File: config.mk
export PLATFORM = sky130hd
export DESIGN_NAME = muldiv_wb_unit
export DESIGN_NICKNAME = d
export VERILOG_FILES = /design/src/rtl/muldiv_wb_unit.sv
export SDC_FILE = /design/constraint.sdc
export NUM_CORES = 1
export LEC_CHECK = 0
export ABC_AREA = 1
export CAP_MARGIN = 20
export CORE_MARGIN = 2
export CORE_UTILIZATION = 40
export CTS_CLUSTER_DIAMETER = 30
export CTS_CLUSTER_SIZE = 16
export DETAILED_ROUTE_END_ITERATION = 6
export PLACE_DENSITY_LB_ADDON = 0.08
export SYNTH_ARGS = -nofsm -noshare
export SYNTH_HDL_FRONTEND = slang
export SYNTH_SLANG_ARGS = --single-unit
File: constraint.sdc
create_clock -name clk -period 6.1 [get_ports clk]
set_input_delay 1.22 -clock clk [delete_from_list [all_inputs] [get_ports clk]]
set_output_delay 1.22 -clock clk [all_outputs]
set_load 0.05 [all_outputs]
File: src/rtl/muldiv_wb_unit.sv
// Iterative RV32M multiply/divide unit that writes its result straight into the register file.
// Optional build macro MULDIV_FAST_MUL_EN: single-cycle multiplies; divides stay iterative.
module muldiv_wb_unit #(
    parameter int XLEN  = 32,
    parameter int CNT_W = 6
) (
    input  logic            clk,
    input  logic            rst,
    input  logic            start,
    input  logic [2:0]      funct3,
    input  logic [XLEN-1:0] rs1_val,
    input  logic [XLEN-1:0] rs2_val,
    input  logic [4:0]      rd_in,
    output logic            busy,
    output logic            done,
    output logic            wb_we,
    output logic [4:0]      wb_rd,
    output logic [XLEN-1:0] wb_wd
);

    // state  | meaning
    // S_IDLE | waiting for start; operands and rd latched on accept
    // S_CALC | one shift-add / restoring-divide step per cycle, then a final result cycle
    // S_WB   | single-cycle register write of wb_wd to wb_rd
    typedef enum logic [1:0] {S_IDLE, S_CALC, S_WB} state_t;

    state_t state, state_nx;

    logic [2:0]        f3_q;
    logic              neg_q;
    logic [XLEN-1:0]   op_m;
    logic [XLEN-1:0]   acc_hi;
    logic [XLEN-1:0]   acc_lo;
    logic [CNT_W-1:0]  cnt;

    logic              a_signed, b_signed, sa, sb;
    logic [XLEN-1:0]   mag_a, mag_b;
    logic              in_div, div_zero, div_ovf, special, neg_in;
    logic [XLEN-1:0]   special_res;

    assign a_signed = (funct3 == 3'd1) || (funct3 == 3'd2) || (funct3 == 3'd4) || (funct3 == 3'd6);
    assign b_signed = (funct3 == 3'd1) || (funct3 == 3'd4) || (funct3 == 3'd6);
    assign sa       = a_signed & rs1_val[XLEN-1];
    assign sb       = b_signed & rs2_val[XLEN-1];
    assign mag_a    = sa ? -rs1_val : rs1_val;
    assign mag_b    = sb ? -rs2_val : rs2_val;
    assign in_div   = funct3[2];
    assign div_zero = in_div && (rs2_val == '0);
    assign div_ovf  = in_div && !funct3[0] && (rs1_val == {1'b1, {(XLEN-1){1'b0}}})
                      && (rs2_val == '1);
    assign special  = div_zero || div_ovf;
    // Remainder follows the dividend sign; product and quotient follow sA ^ sB.
    assign neg_in   = (in_div && funct3[1]) ? sa : (sa ^ sb);

    always_comb begin
        special_res = '0;
        if (div_zero)
            special_res = funct3[1] ? rs1_val : '1;
        else
            special_res = funct3[1] ? '0 : {1'b1, {(XLEN-1){1'b0}}};
    end

    logic [XLEN:0]     mul_sum;
    logic [XLEN:0]     div_shift;
    logic              div_ok;
    logic [2*XLEN-1:0] prod_s;
    logic [2*XLEN-1:0] mul_prod;
    logic [XLEN-1:0]   quo, remv, calc_res;
    logic              calc_last;

    // Multiply keeps {acc_hi, acc_lo} as the product register with the multiplier in acc_lo;
    // divide keeps the partial remainder in acc_hi and shifts quotient bits into acc_lo.
    assign mul_sum   = {1'b0, acc_hi} + (acc_lo[0] ? {1'b0, op_m} : {(XLEN+1){1'b0}});
    assign div_shift = {acc_hi, acc_lo[XLEN-1]};
    assign div_ok    = div_shift >= {1'b0, op_m};
    assign prod_s    = neg_q ? -{acc_hi, acc_lo} : {acc_hi, acc_lo};

`ifdef MULDIV_FAST_MUL_EN
    localparam bit FAST_MUL = 1'b1;
    logic               fa_ext, fb_ext;
    logic signed [2*XLEN-1:0] fa, fb;
    // Fast multiplies hold the raw operands; sign-extended to 64 bits this equals the 33x33 product.
    assign fa_ext   = acc_hi[XLEN-1] & ((f3_q == 3'd1) || (f3_q == 3'd2));
    assign fb_ext   = acc_lo[XLEN-1] & (f3_q == 3'd1);
    assign fa       = {{XLEN{fa_ext}}, acc_hi};
    assign fb       = {{XLEN{fb_ext}}, acc_lo};
    assign mul_prod = fa * fb;
`else
    localparam bit FAST_MUL = 1'b0;
    assign mul_prod = prod_s;
`endif

    assign quo       = neg_q ? -acc_lo : acc_lo;
    assign remv      = neg_q ? -acc_hi : acc_hi;
    assign calc_res  = f3_q[2] ? (f3_q[1] ? remv : quo)
                     : ((f3_q == 3'd0) ? mul_prod[XLEN-1:0] : mul_prod[2*XLEN-1:XLEN]);
    // The cycle after the last iteration applies the sign fix-up and loads wb_wd.
    assign calc_last = (cnt == CNT_W'(XLEN)) || (FAST_MUL && !f3_q[2]);

    always_ff @(posedge clk) begin
        if (rst) state <= S_IDLE;
        else     state <= state_nx;
    end

    always_comb begin
        state_nx = state;
        case (state)
            S_IDLE: if (start) state_nx = special ? S_WB : S_CALC;
            S_CALC: if (calc_last) state_nx = S_WB;
            S_WB:   state_nx = S_IDLE;
            default: state_nx = S_IDLE;
        endcase
    end

    always_ff @(posedge clk) begin
        if (rst) begin
            f3_q   <= '0;
            neg_q  <= 1'b0;
            op_m   <= '0;
            acc_hi <= '0;
            acc_lo <= '0;
            cnt    <= '0;
            wb_rd  <= '0;
            wb_wd  <= '0;
        end else begin
            case (state)
                S_IDLE: begin
                    if (start) begin
                        f3_q   <= funct3;
                        neg_q  <= neg_in;
                        wb_rd  <= rd_in;
                        cnt    <= '0;
                        acc_hi <= '0;
                        if (special)
                            wb_wd <= special_res;
                        if (!in_div) begin
                            op_m   <= mag_a;
                            acc_lo <= mag_b;
                            if (FAST_MUL) begin
                                acc_hi <= rs1_val;
                                acc_lo <= rs2_val;
                            end
                        end else begin
                            op_m   <= mag_b;
                            acc_lo <= mag_a;
                        end
                    end
                end
                S_CALC: begin
                    if (calc_last) begin
                        wb_wd <= calc_res;
                    end else begin
                        cnt <= cnt + CNT_W'(1);
                        if (f3_q[2]) begin
                            acc_hi <= div_ok ? XLEN'(div_shift - {1'b0, op_m}) : div_shift[XLEN-1:0];
                            acc_lo <= {acc_lo[XLEN-2:0], div_ok};
                        end else begin
                            acc_hi <= mul_sum[XLEN:1];
                            acc_lo <= {mul_sum[0], acc_lo[XLEN-1:1]};
                        end
                    end
                end
                default: ;
            endcase
        end
    end

    assign busy  = (state != S_IDLE);
    assign done  = (state == S_WB);
    assign wb_we = (state == S_WB) && (wb_rd != 5'd0);

endmodule

==> out/results.env <==
RUN_STATUS='finished clean'
CLOCK_LATENCY_PS=470
CTS.HTREE.LEVELS=4
REPORT.FINAL.SETUP_VIOL=0
FINAL_CELLS=4121
MAXSLEWHEADROOM_PCT=30.8
POST_CTS_BUFFERS=0
CTS_TREE='yes'
SETUP_TOTAL_NEGATIVE_SLACK_PS=0
NUMCTSBUFFERS=17
POWER.SHARE.SEQUENTIAL_PCT=19.5
WORST_IR_DROP_VDD_mV=0.254
NUMBER_OF_NETS_IN_THE_FINAL_LAYOUT=3656
INTERNAL_POWER_mW=3.23
P_COMB_SHARE_PCT=66.3
NATURE_OF_THE_CRITICAL_PATH_STARTPOINT='input port'
TIMING_WORST_SLEW_PIN_VALUE_PS=1040
VIAS_PER_CELL=5.78
DRIVE_ABOVE_1_SHARE_PCT=3.86
WORST_SLACK_PS=2130
PLACE.PORT_BUFFERS=114
YS.WARNINGS.COUNT=0
MAXIMUM_NUMBER_OF_PINS_ON_ONE_NET_BEFORE_GLOBAL_ROUTE_REPAIR=83
AREAGROWTHSYNTHTOFINISH_PCT=11.6
POST_DRT_WL_PER_CELL_UM=23.0
WORST_CLOCK_SKEW_PS=20.2
COUNT_OF_ANTENNA_DIODES_IN_THE_LAYOUT=0
GRT_PASS1_WL_MM=140
MULTI_INPUT_COMB_AREA_UM2=13200
TIMING_WORST_SETUP_PATH_TYPE='input port to register'
SYNTH.YOSYS.SEQ_AREA_SHARE_PCT=15.7
SYNTHESIS.INSTANCES=3482
TOTALPOWERFINAL_mW=7.92
FINAL_MAX_SLEW_VIOL_COUNT=0
INITIAL_UTILIZATION_PCT=40.5
CORE_AREA_UM2=45500
CLK_PATH_BUF_DEPTH=2
VIA_COUNT=23821
POST-ROUTE-MIN-PERIOD_PS=3970
CLOCK_SINK_COUNT=145
TIMING.CRITICAL_PATH.CELLS='clkdlybuf4s50_1, clkinv_1, nand2_1, nand2_1, nand2_2, inv_2, nand2_1, o21ai_0, nand2_1, o21ai_0, o21ai_0, inv_1'
DETAIL_ROUTE.ITER0.VIOLATIONS=2975
DIE_WIDTH_UM=219
CP.ARRIVAL_PS=4300
POWER.STATIC_LEAKAGE_nW=10.1
POST_CTS_RESIZE_COUNT=0
ANTENNA_VIOLATIONS_BEFORE_REPAIR=4
CRITPATHREQUIREDTIME_PS=6430
POST_SYNTH_INSTANCE_AREA_UM2=18400
FP-ROW-COUNT=78
ROUTE.DETAILED.DRC=0
POWER_SWITCHING_mW=4.69
FINAL_HOLD_VIOL_COUNT=0
CRITICAL_PATH.MAX_FANOUT=34
POWER.DENSITY_CELL_AREA_nW_PER_UM2=385
ROUTE.ANTENNA.REMAINING_NETS=0
GP_ROUTABILITY_CONGESTION=1.02
CRIT_PATH_END_KIND='register'
SWITCHING_SHARE_PCT=59.2
CELL_CLASS_CONTRIBUTING_THE_BIGGEST_SHARE_OF_WORST_PATH_DELAY='buffers and inverters'
DIEHEIGHT_UM=219
DETAILEDPLACEMENTHPWL_MM=74.9
YS_FF_LATCH=145
GRT_SETUP_UNREPAIRED='no'
FINAL.PERIOD_UTILIZATION_PCT=65.1
AREA.SEQUENTIAL_UM2=2910
GRTUSAGETOTAL_PCT=39.2
IOPINCOUNT=115
TIMING.CRITICAL_PATH.SLOWEST_STAGE_CELL='clkinv_1'
ROUTE.FINAL.WIRE_LENGTH_MM=94.6
ROOT_BUFFER_CELL='clkbuf_16'
SYNTH_CELL_TYPES=50
CRITPATHMAXSTAGEDELAY_PS=650
DP_SLACK_PS=1750
CP_COMMON_CELL='nand2_1'
MAXIMUM_CLOCK_FREQUENCY_MHz=252
CTS.HOLD.BUFFERS_ADDED=0
HOLD_PATH_CLASS='register to register'
WORST-PATH-BUF-INV=4
GRT_OVERFLOW=0
FIRST_GLOBAL_VIAS=22124
DRT_PASS1_ITERATIONS=6
CLOCK_NETWORK_FRACTION_OF_TOTAL_POWER_PCT=14.2
DIE_AR_UM2=47800
MAX_CAP_VIOLATIONS=0
LAYOUT_FILLER_CELL_COUNT=5150
PLACE_INST=4089
CTS.REPORTEDPATHS.CLKPINSLEW_PS=70
MEAN_INSTANCE_SIZE_IN_THE_SYNTHESIZED_NETLIST_UM2=5.29
SYNTH.NET_COUNT=3630
flip-flops by register name, summed over array words and instances, names as in the netlist:
name and flops:
acc_lo 32, state 2, wb_wd 32, op_m 32
wb_rd 5, cnt 6, acc_hi 32, neg_q 1
f3_q 3
placed cells by master, fill, tap and decap left out, drive strengths merged, types with 21 or more instances in the layout:
cell              n
a21oi           230
a31oi            25
buf              33
clkdlybuf4s50   113
dfxtp           145
ha               71
inv             464
nand2          1093
nand3           364
nand4            41
nor2            426
nor3             36
o211ai           21
o21ai           259
xor2             68
metrics by stage:
stage,hold slack (ps),area [um2],util [%]
CTS,471,20600,45.2
global placement,459,20000,43.9
finish,471,20600,45.2
global route,484,20600,45.2
detailed placement,460,20000,43.9
floorplan,479,18400,-
cells by family (layout without fill, tap and decap cells):
family	count (synthesis)	count (layout)	share of synthesized area (%)
buf+inv	601	640	12.8
flops	145	145	15.7
simple gates	2002	2002	45.6
fa+ha+maj	73	73	5.04
xor+xnor	79	79	3.75
compound gates	582	582	17.1
power by group through the flow:
stage | Sequential (mW) | Clock, mW | Combinational (mW)
finish | 1.54 | 1.13 | 5.25
CTS | 1.52 | 1.13 | 5.08
floorplan | 1.50 | 0 | 3.34
global route | 1.55 | 1.16 | 5.72
global placement | 1.54 | 0 | 5.03
detailed placement | 1.54 | 0 | 5.06
tightest hold or removal path: stages (launching register included):
cell and delay (ps):
dfxtp_1 310, nand2_1 60, a21oi_1 60
metal layers:
| layer | wire, um | track usage [%] | part of all wire [%] |
|---|---|---|---|
| met5 | 52 | 0 | 0.055 |
| met4 | 6120 | 23.1 | 6.5 |
| met3 | 8660 | 7.15 | 9.1 |
| met2 | 42000 | 62.7 | 44 |
| met1 | 37800 | 49.1 | 40 |
Yosys cell counts, drive strengths merged:
library cell  count  area [um2]
o221ai            1        8.76
nand4            41         257
clkbuf           94         353
ha               71         888
o21bai           15         113
buf              45         268
nand3           364        1870
clkinv            3        12.5
o21ai           259        1310
o211ai           21         158
a211oi            2        15.0
nor3             36         195
nor4              4        25.0
nor3b             9        67.6
or4               1        7.51
nor2            426        1660
dfxtp           145        2900
a21boi            4        41.3
a31oi            25         156
a21oi           230        1160
or2              13        81.3
xor2             68         596
fa                2        40.0
a22oi             7        52.6
o311ai            1        8.76
xnor2            11        96.3
nand2          1093        4130
nand3b           15         113
o2111ai           1        8.76
o21a              6        45.0
o22ai             8        50.1
a21o              2        15.0
inv             459        1720
final timing paths:
path | start | end | slack (ps) | cells past startpoint
worst max-delay path | funct3[1] | op_m[20]$_SDFFE_PP0P_ | 2130 | 12
worst min-delay path | wb_wd[31]$_SDFFE_PP0P_ | wb_wd[31]$_SDFFE_PP0P_ | 470 | 2
worst max register to register | acc_hi[6]$_SDFFE_PP0P_ | acc_hi[22]$_SDFFE_PP0P_ | 2410 | 13
worst min register to register | wb_wd[31]$_SDFFE_PP0P_ | wb_wd[31]$_SDFFE_PP0P_ | 470 | 2
area by class of cell:
class	count	share of cell area, %
Timing Repair Buffer	146	6.79
Clock buffer	19	2.15
Tap cell	600	3.65
Clock inverter	13	0.730
Sequential cell	145	14.1
Inverter	462	8.43
Multi-Input combinational cell	2736	64.1
Power figures use the tool's default switching activity.
